===== config.mk =====
export PLATFORM = sky130hd
export DESIGN_NAME = cmd_pulse_ctrl
export DESIGN_NICKNAME = d
export VERILOG_FILES = /design/src/rtl/cmd_pulse_pkg.sv /design/src/rtl/cmd_pulse_chan.sv /design/src/rtl/cmd_pulse_ctrl.sv
export SDC_FILE = /design/constraint.sdc
export NUM_CORES = 1
export LEC_CHECK = 0
export ABC_AREA = 1
export CORE_AREA = 2 2 154 156
export CTS_BUF_LIST = sky130_fd_sc_hd__clkbuf_4 sky130_fd_sc_hd__clkbuf_8
export CTS_CLUSTER_DIAMETER = 30
export DETAILED_ROUTE_END_ITERATION = 10
export DIE_AREA = 0 0 156 158
export GPL_TIMING_DRIVEN = 0
export SLEW_MARGIN = 20
export SYNTH_ARGS = -nofsm -noshare
export SYNTH_HDL_FRONTEND = slang
export SYNTH_SLANG_ARGS = --single-unit

===== constraint.sdc =====
create_clock -name clk_i -period 2.2 [get_ports clk_i]
set_clock_uncertainty 0.05 [all_clocks]
set_input_delay 0.44 -clock clk_i [delete_from_list [all_inputs] [get_ports clk_i]]
set_output_delay 0.44 -clock clk_i [all_outputs]
set_load 0.1 [all_outputs]

===== src/rtl/cmd_pulse_pkg.sv =====
// Shared types and constants for the command pulse controller.
// The legality check is evaluated at elaboration by the top level.
package cmd_pulse_pkg;

    typedef enum logic [1:0] {
        ST_IDLE  = 2'd0,
        ST_PULSE = 2'd1,
        ST_BUSY  = 2'd2
    } chan_state_e;

    localparam int WDOG_W = 24;
    localparam int PCNT_W = 8;

    function automatic bit params_ok(input int n_ch, input int sync_stages,
                                     input int pulse_len, input int wait_done,
                                     input int timeout);
        return (n_ch >= 1) &&
               (sync_stages >= 1) && (sync_stages <= 3) &&
               (pulse_len >= 1) && (pulse_len <= 255) &&
               (wait_done >= 0) && (wait_done <= 1) &&
               (timeout >= 0) && (timeout <= (1 << WDOG_W) - 1);
    endfunction

endpackage


===== src/rtl/cmd_pulse_chan.sv =====
// One command channel: enable synchroniser, rising-edge detect, IDLE/PULSE/BUSY
// sequencer with pulse counter, done latch, watchdog and sticky status flags.
module cmd_pulse_chan
    import cmd_pulse_pkg::*;
#(
    parameter int SYNC_STAGES = 2,
    parameter int PULSE_LEN   = 1,
    parameter int WAIT_DONE   = 1,
    parameter int TIMEOUT     = 65535
) (
    input  logic clk_i,
    input  logic resetn_i,
    input  logic en_i,
    input  logic done_i,
    input  logic clr_i,
    output logic pulse_o,
    output logic busy_o,
    output logic overrun_o,
    output logic timeout_o
);

    localparam logic [PCNT_W-1:0] PCNT_INIT = PCNT_W'(PULSE_LEN - 1);
    localparam bit                WDOG_EN   = (TIMEOUT != 0);
    // Expiry is detected one count early so the exit lands exactly TIMEOUT edges after BUSY entry.
    localparam logic [WDOG_W-1:0] WDOG_LIM  = WDOG_EN ? WDOG_W'(TIMEOUT - 1) : '0;

    logic [SYNC_STAGES-1:0] sync_q;
    logic                   en_p_q;
    logic                   rise;
    chan_state_e            state_q;
    logic [PCNT_W-1:0]      pcnt_q;
    logic [WDOG_W-1:0]      wdog_q;
    logic                   dlatch_q;

    assign rise = sync_q[SYNC_STAGES-1] & ~en_p_q;

    always_ff @(posedge clk_i or negedge resetn_i) begin
        if (!resetn_i) begin
            sync_q    <= '0;
            en_p_q    <= 1'b0;
            state_q   <= ST_IDLE;
            pcnt_q    <= '0;
            wdog_q    <= '0;
            dlatch_q  <= 1'b0;
            pulse_o   <= 1'b0;
            busy_o    <= 1'b0;
            overrun_o <= 1'b0;
            timeout_o <= 1'b0;
        end else begin
            sync_q[0] <= en_i;
            for (int i = 1; i < SYNC_STAGES; i++) sync_q[i] <= sync_q[i-1];
            en_p_q <= sync_q[SYNC_STAGES-1];

            // Later assignments below take priority, so a set beats a same-cycle clear.
            if (clr_i) begin
                overrun_o <= 1'b0;
                timeout_o <= 1'b0;
            end
            if (rise && state_q != ST_IDLE) overrun_o <= 1'b1;

            case (state_q)
                ST_IDLE: begin
                    if (rise) begin
                        state_q <= ST_PULSE;
                        pcnt_q  <= PCNT_INIT;
                        pulse_o <= 1'b1;
                        busy_o  <= 1'b1;
                    end
                end
                ST_PULSE: begin
                    if (done_i) dlatch_q <= 1'b1;
                    if (pcnt_q == '0) begin
                        pulse_o <= 1'b0;
                        if (WAIT_DONE != 0 && !(dlatch_q || done_i)) begin
                            state_q <= ST_BUSY;
                            wdog_q  <= '0;
                        end else begin
                            state_q  <= ST_IDLE;
                            busy_o   <= 1'b0;
                            dlatch_q <= 1'b0;
                        end
                    end else begin
                        pcnt_q <= pcnt_q - 1'b1;
                    end
                end
                ST_BUSY: begin
                    if (done_i) begin
                        state_q <= ST_IDLE;
                        busy_o  <= 1'b0;
                    end else if (WDOG_EN && wdog_q == WDOG_LIM) begin
                        state_q   <= ST_IDLE;
                        busy_o    <= 1'b0;
                        timeout_o <= 1'b1;
                    end else if (wdog_q != '1) begin
                        wdog_q <= wdog_q + 1'b1;
                    end
                end
                default: begin
                    state_q  <= ST_IDLE;
                    pulse_o  <= 1'b0;
                    busy_o   <= 1'b0;
                    dlatch_q <= 1'b0;
                end
            endcase
        end
    end

endmodule


===== src/rtl/cmd_pulse_ctrl.sv =====
// N_CH independent register-enable to start-pulse channels with busy/done
// handshake, watchdog and sticky overrun/timeout status.
module cmd_pulse_ctrl
    import cmd_pulse_pkg::*;
#(
    parameter int N_CH        = 4,
    parameter int SYNC_STAGES = 2,
    parameter int PULSE_LEN   = 1,
    parameter int WAIT_DONE   = 1,
    parameter int TIMEOUT     = 65535
) (
    input  logic            clk_i,
    input  logic            resetn_i,
    input  logic [N_CH-1:0] en_i,
    input  logic [N_CH-1:0] done_i,
    input  logic [N_CH-1:0] clr_i,
    output logic [N_CH-1:0] pulse_o,
    output logic [N_CH-1:0] busy_o,
    output logic [N_CH-1:0] overrun_o,
    output logic [N_CH-1:0] timeout_o
);

    localparam bit PARAMS_OK = params_ok(N_CH, SYNC_STAGES, PULSE_LEN, WAIT_DONE, TIMEOUT);

    if (!PARAMS_OK) begin : g_param_err
        $error("cmd_pulse_ctrl: illegal parameter set");
    end

    for (genvar g = 0; g < N_CH; g++) begin : g_ch
        cmd_pulse_chan #(
            .SYNC_STAGES(SYNC_STAGES),
            .PULSE_LEN  (PULSE_LEN),
            .WAIT_DONE  (WAIT_DONE),
            .TIMEOUT    (TIMEOUT)
        ) u_chan (
            .clk_i    (clk_i),
            .resetn_i (resetn_i),
            .en_i     (en_i[g]),
            .done_i   (done_i[g]),
            .clr_i    (clr_i[g]),
            .pulse_o  (pulse_o[g]),
            .busy_o   (busy_o[g]),
            .overrun_o(overrun_o[g]),
            .timeout_o(timeout_o[g])
        );
    end

endmodule


==> impl_summary.log <==
INFO  metric status = finished, final reports clean
INFO  metric filler_cell_count_in_the_final_layout = 2306
INFO  metric route.final.wire_length = 22100 µm
INFO  metric flow.area_growth_from_synthesis = 11.1%
INFO  metric place_inst = 1765
INFO  metric syn-instance-count = 1445
INFO  metric tritoncts.num_buffers = 17
INFO  metric maxSlewViolCount = 0
INFO  metric drive_gt1_share = 8.01%
INFO  metric slew_at_the_pin_closest_to_its_max_slew_limit = 0.647 ns
INFO  metric synth-warning-count = 0
INFO  metric timing.fmax = 488 MHz
INFO  metric post_synth_num_cell_types = 41
INFO  metric finalSetupViolations = 0
INFO  metric grt_overflow_total = 0
INFO  metric number_of_antenna_violations_at_the_first_check_in_global_routing = 0
INFO  metric antenna_left = 0
INFO  metric place_congestion = 0.915
INFO  metric ys_top_cells_by_area = sky130_fd_sc_hd__dfrtp_1 (41%), sky130_fd_sc_hd__nand2_1 (19%), sky130_fd_sc_hd__nor2_1 (8.4%)
INFO  metric core = 23100 µm²
INFO  metric area_after_detailed_placement = 10800 µm²
INFO  metric layout_worst_path_cycle_share = 93.1%
INFO  metric reg2reg_from = g_ch[3].u_chan.wdog_q[1]
INFO  metric finalWorstPathRequiredPeriod = 2.05 ns
INFO  metric min_path_type = flip-flop to flip-flop
INFO  metric synth_edf_count = 0
INFO  metric worst-endpoint-arrival = 2.36 ns
INFO  metric finalHoldViolations = 0
INFO  metric timing.max_cap.violations = 0
INFO  metric syn_area_per_cell = 7.01 µm²
INFO  metric synthArstFlopShare = 100%
INFO  metric clkSlewWorstSetupHoldPaths = 0.10 ns
INFO  metric ant_diodes = 0
INFO  metric grt_usage = 19.3%
INFO  metric post-route-util = 48.8%
INFO  metric ctsLongestPathBuffers = 2
INFO  metric ys_dominant_reg_cell = sky130_fd_sc_hd__dfrtp_1
INFO  metric first_pass_grt_wire_length = 38900 µm
INFO  metric first_pass_iters = 5
INFO  metric h_tree_levels = 4
INFO  metric power.ir.vdd_worst = 0.433 mV
INFO  metric seq_area_frac_synth = 41.5%
INFO  metric grt_pass1_vias = 8257
INFO  metric reg2reg_setup_slack = 0.15 ns
INFO  metric setup.worst_path.end_class = flip-flop
INFO  metric drt_drc_violations_left = 0
INFO  metric slew-limit-headroom = 56.8%
INFO  metric worstPathRequired = 2.51 ns
INFO  metric cell_type_with_the_highest_aggregate_area_in_the_netlist = sky130_fd_sc_hd__dfrtp_1
INFO  metric synth_nets = 1475
INFO  metric row_count = 56
INFO  metric detailedRoute.firstIterationViolations = 594
INFO  metric power_leakage = 5.35 nW
INFO  metric synth_top_cells_by_count = sky130_fd_sc_hd__nand2_1 (522), sky130_fd_sc_hd__nor2_1 (227), sky130_fd_sc_hd__dfrtp_1 (168)
INFO  metric routed_wire_length_per_instance = 12.3 µm
INFO  metric synth_cell_area = 10100 µm²
INFO  metric cp-start-kind = flip-flop
INFO  metric floorplan.initialDensity = 44.0%
INFO  metric dieWidth = 156 µm
INFO  metric post-synth-top-count-cell = sky130_fd_sc_hd__nand2_1
INFO  metric io_pins = 30
INFO  metric synth_largest_type_area_fraction = 41.5%
INFO  metric layout.cell_area.non_filler = 11300 µm²
INFO  metric detailroute.via_count = 8710
INFO  metric critical_path.max_fanout = 10
INFO  metric fp.dieArea = 24600 µm²
INFO  metric place_hpwl = 15900 µm
INFO  metric post_layout_nonfiller_instances = 1800
INFO  metric via_per_inst = 4.84
INFO  metric fin_nets = 1527
INFO  metric criticalPathCategory = flip-flop to flip-flop
INFO  metric clock-root-buffer = sky130_fd_sc_hd__clkbuf_8
INFO  metric die_height = 158 µm
INFO  metric clock_insertion_delay_worst_skew = 0.47 ns
INFO  metric tritoncts = yes
INFO  metric startpoint = g_ch[3].u_chan.wdog_q[1]
INFO  metric grt_max_degree = 88
INFO  metric hold_wc_startpoint = g_ch[2].u_chan.sync_q[0]
INFO  metric power_per_cell_area = 907 nW/µm²
INFO  metric cts_num_sinks = 168
INFO  metric ys_ff_latch = 168
INFO  metric port_buffers = 29
[cell families (layout without fill, tap and decap cells)]
group	Yosys count	after routing	synth area share [%]
buffers and inverters	188	253	8.46
XOR/XNOR	62	62	5.36
AND/OR/NAND/NOR	899	899	36.5
adder cells (fa/ha/maj)	16	16	1.98
flip-flops	168	168	41.5
AO/OA/AOI/OAI	112	112	6.26
[layer usage]
layer	global-route usage [%]	vias to the layer above	wire length (µm)
met5	0	-	0
met4	5.42	0	197
met3	2.76	17	571
met2	31.5	88	10200
met1	26.8	4023	11200
li1	-	4582	-
[final cells by class]
class	instances	area (µm²)	area share, %
multi-input cells	1089	5090	45.2
well taps	290	363	3.22
plain buffers	39	304	2.70
repair buffers	33	368	3.27
clock inverters	13	118	1.04
flip-flops and latches	168	4200	37.3
inverters	149	559	4.97
clock buffers	19	249	2.21
[flip-flops by register name, indices dropped and copies added (netlist names)]
signal	count
g_ch.u_chan.busy_o	4
g_ch.u_chan.dlatch_q	4
g_ch.u_chan.timeout_o	4
g_ch.u_chan.sync_q	8
g_ch.u_chan.wdog_q	96
g_ch.u_chan.pcnt_q	32
g_ch.u_chan.overrun_o	4
g_ch.u_chan.en_p_q	4
g_ch.u_chan.pulse_o	4
g_ch.u_chan.state_q	8
[where the power goes]
group	internal (mW)	switching, mW	leakage (nW)
Sequential	3.56	0.346	2.26
Clock	0.931	1.24	0.188
Combinational	1.29	2.84	2.90
[critical path: stages, from the launching register on]
cell and delay, ns:
sky130_fd_sc_hd__dfrtp_1 0.44, sky130_fd_sc_hd__ha_1 0.21, sky130_fd_sc_hd__inv_1 0.07, sky130_fd_sc_hd__nor2_4 0.19
sky130_fd_sc_hd__nand2_2 0.09, sky130_fd_sc_hd__nor2_2 0.15, sky130_fd_sc_hd__nand2_1 0.10, sky130_fd_sc_hd__nand2_1 0.07
sky130_fd_sc_hd__nand2_1 0.06, sky130_fd_sc_hd__nand2_2 0.07, sky130_fd_sc_hd__buf_6 0.15, sky130_fd_sc_hd__inv_2 0.05
sky130_fd_sc_hd__buf_6 0.13, sky130_fd_sc_hd__nand2_1 0.05, sky130_fd_sc_hd__nand2_1 0.05
[cells in the final DEF, fill, tap and decap left out, drive strengths merged, types with 2 or more instances in the layout]
cell type        n
nand2          531
nor2           239
dfrtp          168
inv            152
nand3           77
o21ai           63
xor2            41
buf             35
clkbuf          27
a21oi           22
xnor2           21
nand4           17
ha              16
clkdlybuf4s15   16
nor3            15
o31ai           13
clkdlybuf4s50   12
nand3b           9
clkinv           7
o22ai            6
or2              6
a21boi           3
o21bai           2
nor3b            2
and2             2
clkinvlp         2
[what timing repair did]
item | in CTS | in global routing
endpoints found under the setup margin | 16 | 48
hold buffers | 1 | 0
endpoints found under the hold margin | 81 | 0
pin swaps | 0 | 2
resized for setup | 48 | 10
buffers inserted | 0 | 2
[final timing paths]
path | depth (start not counted) | endpoint
setup / recovery | 14 | g_ch[3].u_chan.wdog_q[7]
hold / removal | 0 | g_ch[2].u_chan.sync_q[1]
setup reg to reg | 14 | g_ch[3].u_chan.wdog_q[7]
hold reg to reg | 0 | g_ch[2].u_chan.sync_q[1]
max in group asynchronous | 3 | g_ch[1].u_chan.wdog_q[3]
min in group asynchronous | 2 | g_ch[3].u_chan.wdog_q[12]
[metrics by stage]
stage / TNS, ns / hold slack [ns] / setup WS [ns] / power, mW
5_1_grt: -0.00950 / 0.302 / -0.00572 / 11.0
2_1_floorplan: 0 / 0.0944 / 0.459 / 7.12
6_report: 0 / 0.294 / 0.152 / 10.2
3_5_place_dp: -2.58 / 0.287 / -0.192 / 8.13
3_3_place_gp: -1121.88 / 0.285 / -6.68 / 8.06
4_1_cts: 0 / 0.296 / 0.0794 / 10.3
(Power assumes the default switching activity.)
==> RTL edit: new RTL, config.mk and constraints unchanged <==
`WAIT_DONE` is set to 1 in 2 places; all go to 0.
--- a/src/rtl/cmd_pulse_chan.sv
+++ b/src/rtl/cmd_pulse_chan.sv
@@ -7,3 +7,3 @@
     parameter int PULSE_LEN   = 1,
-    parameter int WAIT_DONE   = 1,
+    parameter int WAIT_DONE   = 0,
     parameter int TIMEOUT     = 65535
--- a/src/rtl/cmd_pulse_ctrl.sv
+++ b/src/rtl/cmd_pulse_ctrl.sv
@@ -8,3 +8,3 @@
     parameter int PULSE_LEN   = 1,
-    parameter int WAIT_DONE   = 1,
+    parameter int WAIT_DONE   = 0,
     parameter int TIMEOUT     = 65535
Function: no difference found for any inputs over 4 cycles, from zero or initial values and one cycle with resetn_i low; that may be too few to reach the edited logic, so the function may still have changed.
==> RTL edit against the original RTL <==
- first-iteration DRC count fell by 86%
- setup slack worse by 0.081 ns
- highest routed layer unchanged
- routed wire length fell by 76%
- total power shrank 47%
- via count fell by 75%
- largest power group unchanged
- sequential cell count shrank 116
- critical endpoint is now busy_o[0]
- synthesized area shrank 72%
- final area is 69% lower
==> RTL edit: results (changes against the original RTL) <==
* Status: completed
* Max stage delay on crit path at 0.80 ns (+0.36 ns)
* Reg2reg setup slack at 0.54 ns (+0.39 ns)
* Maximum fanout along the worst path at 3 (-7)
* Pre-antenna DRT Iters at 4 (-1)
* Cts bufs inserted at 5 (-12)
* NetSw at 2810 uW (-37%)
* Post-CTS Setup Inserts at 0 (unchanged)
* GPL Wtd Cong at 0.769 (-16%)
* Hold Crit Class: in2async
* Vias in the first global route at 2107 (-74%)
* Regs by FF count: g_ch.u_chan.pcnt_q x32, g_ch.u_chan.sync_q x8
* Register area share after synthesis at 45.4% (+4.0 points)
* R2r worst-path depth at 9 (-5)
* WL met3 at 258 um (-55%)
* Largest net degree at the start of global routing at 53 (-40%)
* DR iter-0 viols at 84 (-86%)
* Largest cells by area after synthesis: dfrtp_1 45%, nand2_1 9.2%, nand3_1 6.6%
* Worst-Margin Slew at 0.955 ns (+0.308 ns)
* CTS HTree Levels at 2 (-2)
* Worst-case vdd ir drop at 882 uV (+100%)
* Xor/xnor share of the synthesized area at 2.14% (-3.2 points)
* Cell area after placement at 3450 um^2 (-68%)
* Post-synthesis adder-cell area fraction at 1.75% (-0.23 points)
* Reg-to-Reg End: g_ch[3].u_chan.pcnt_q[3]
* DR vias/cell at 3.28 (-32%)
* Final WL at 5390 um (-76%)
* First-pass GRT wire length at 9520 um (-76%)
* Post-synthesis mux area share at 0% (unchanged)
* Compound-cell area share of the yosys netlist at 5.29% (-0.97 points)
* Layout cells sized above 1 at 19.3% (+11 points)
* Worst skew pair latency at 0.32 ns (-0.15 ns)
* DP Worst Slack at -0.145 ns (+0.0469 ns)
* FILL cells at 2599 (+13%)
* Critical path arrival at 1.64 ns (-0.72 ns)
* Final net count at 395 (-74%)
* DP HPWL at 3970 um (-75%)
* Gr usage total at 4.82% (-14 points)
* Wl on met1 at 2620 um (-77%)
* Synth unique cells at 31 (-24%)
* LEAKAGE at 0.00169 uW (-68%)
* Met2 WL at 2440 um (-76%)
* Synth top cells by count: 70 x nand2_1, 52 x dfrtp_1, 44 x inv_1, 41 x nor2_1, 38 x nand3_1
* Port Buf Inserts at 21 (-28%)
* Worst r2r src: g_ch[3].u_chan.pcnt_q[0]
* CP max-delay cell: clkdlybuf4s15_1
[RTL edit: changes by cell type after synthesis, sizes merged, moves of 22 or more]
cell | unedited run | this run
dfrtp | 168 | 52
a21oi | 22 | 0
nor2 | 239 | 50
nand3 | 77 | 43
inv | 147 | 52
nand2 | 531 | 81
xor2 | 41 | 5
o21ai | 63 | 15
[RTL edit: what timing repair did]
item	CTS	global route
gates resized for setup	23	2
setup endpoints to repair	12	2
pin swaps	0	0
cloned	0	0
[RTL edit: worst max path at each step]
stage,slack (ns),to,from,cells past startpoint
after detailed placement,-0.15,busy_o[2],g_ch[2].u_chan.state_q[0],2
after CTS,0.02,busy_o[0],g_ch[0].u_chan.pulse_o,2
after global routing,0.001,busy_o[0],g_ch[0].u_chan.pulse_o,2
final,0.07,busy_o[0],g_ch[0].u_chan.pulse_o,2
after floorplan,0.73,g_ch[0].u_chan.pcnt_q[3],g_ch[0].u_chan.pcnt_q[0],9
after global placement,-1.18,g_ch[3].u_chan.pcnt_q[7],resetn_i,1
[RTL edit: logic make-up after synthesis]
kind of cell,after synthesis
other,1
DFF,52
AOI/OAI and AO/OA,22
buffers and inverters,70
adders and majority gates,4
xor gates and xnor gates,7
and+or+nand+nor,190
[RTL edit: metrics by stage]
step / hold slack (ns) / TNS (ns) / util [%] / cells
after global placement: 0.284 / -61.31 / 15.0 / 660
after detailed placement: 0.286 / -0.414 / 14.9 / 660
after CTS: 0.135 / 0 / 15.3 / 668
final: 0.0969 / 0 / 15.3 / 668
after floorplan: 0.0944 / 0 / - / 349
after global routing: 0.155 / 0 / 15.3 / 668
[RTL edit: routing by layer]
metal	track usage (%)	vias up
met5	0	-
met4	1.44	0
met3	1.75	6
met2	7.90	37
met1	5.93	1004
li1	-	1141
[RTL edit: cell type report]
| cell class | instances | area share (%) |
|---|---|---|
| timing repair buffer | 21 | 5.56 |
| tap | 290 | 10.3 |
| clock inverter | 1 | 0.213 |
| inverter | 52 | 5.53 |
| clock buffer | 7 | 2.55 |
| buffer | 18 | 3.68 |
| multi-input combinational | 227 | 35.4 |
| sequential | 52 | 36.8 |
[RTL edit: power by group through the flow]
| stage | Clock [uW] | Combinational [uW] | Sequential [uW] |
|---|---|---|---|
| detailed placement | 0 | 3250 | 1630 |
| global placement | 0 | 3190 | 1630 |
| CTS | 643 | 3200 | 1610 |
| global route | 691 | 3520 | 1670 |
| finish | 613 | 3160 | 1610 |
| floorplan | 0 | 2710 | 1550 |
[RTL edit: worst max-delay path, delay by kind of cell (launching register included)]
kind,cells,cell delay (ns)
DFF,1,0.40
buffers and inverters,2,0.92
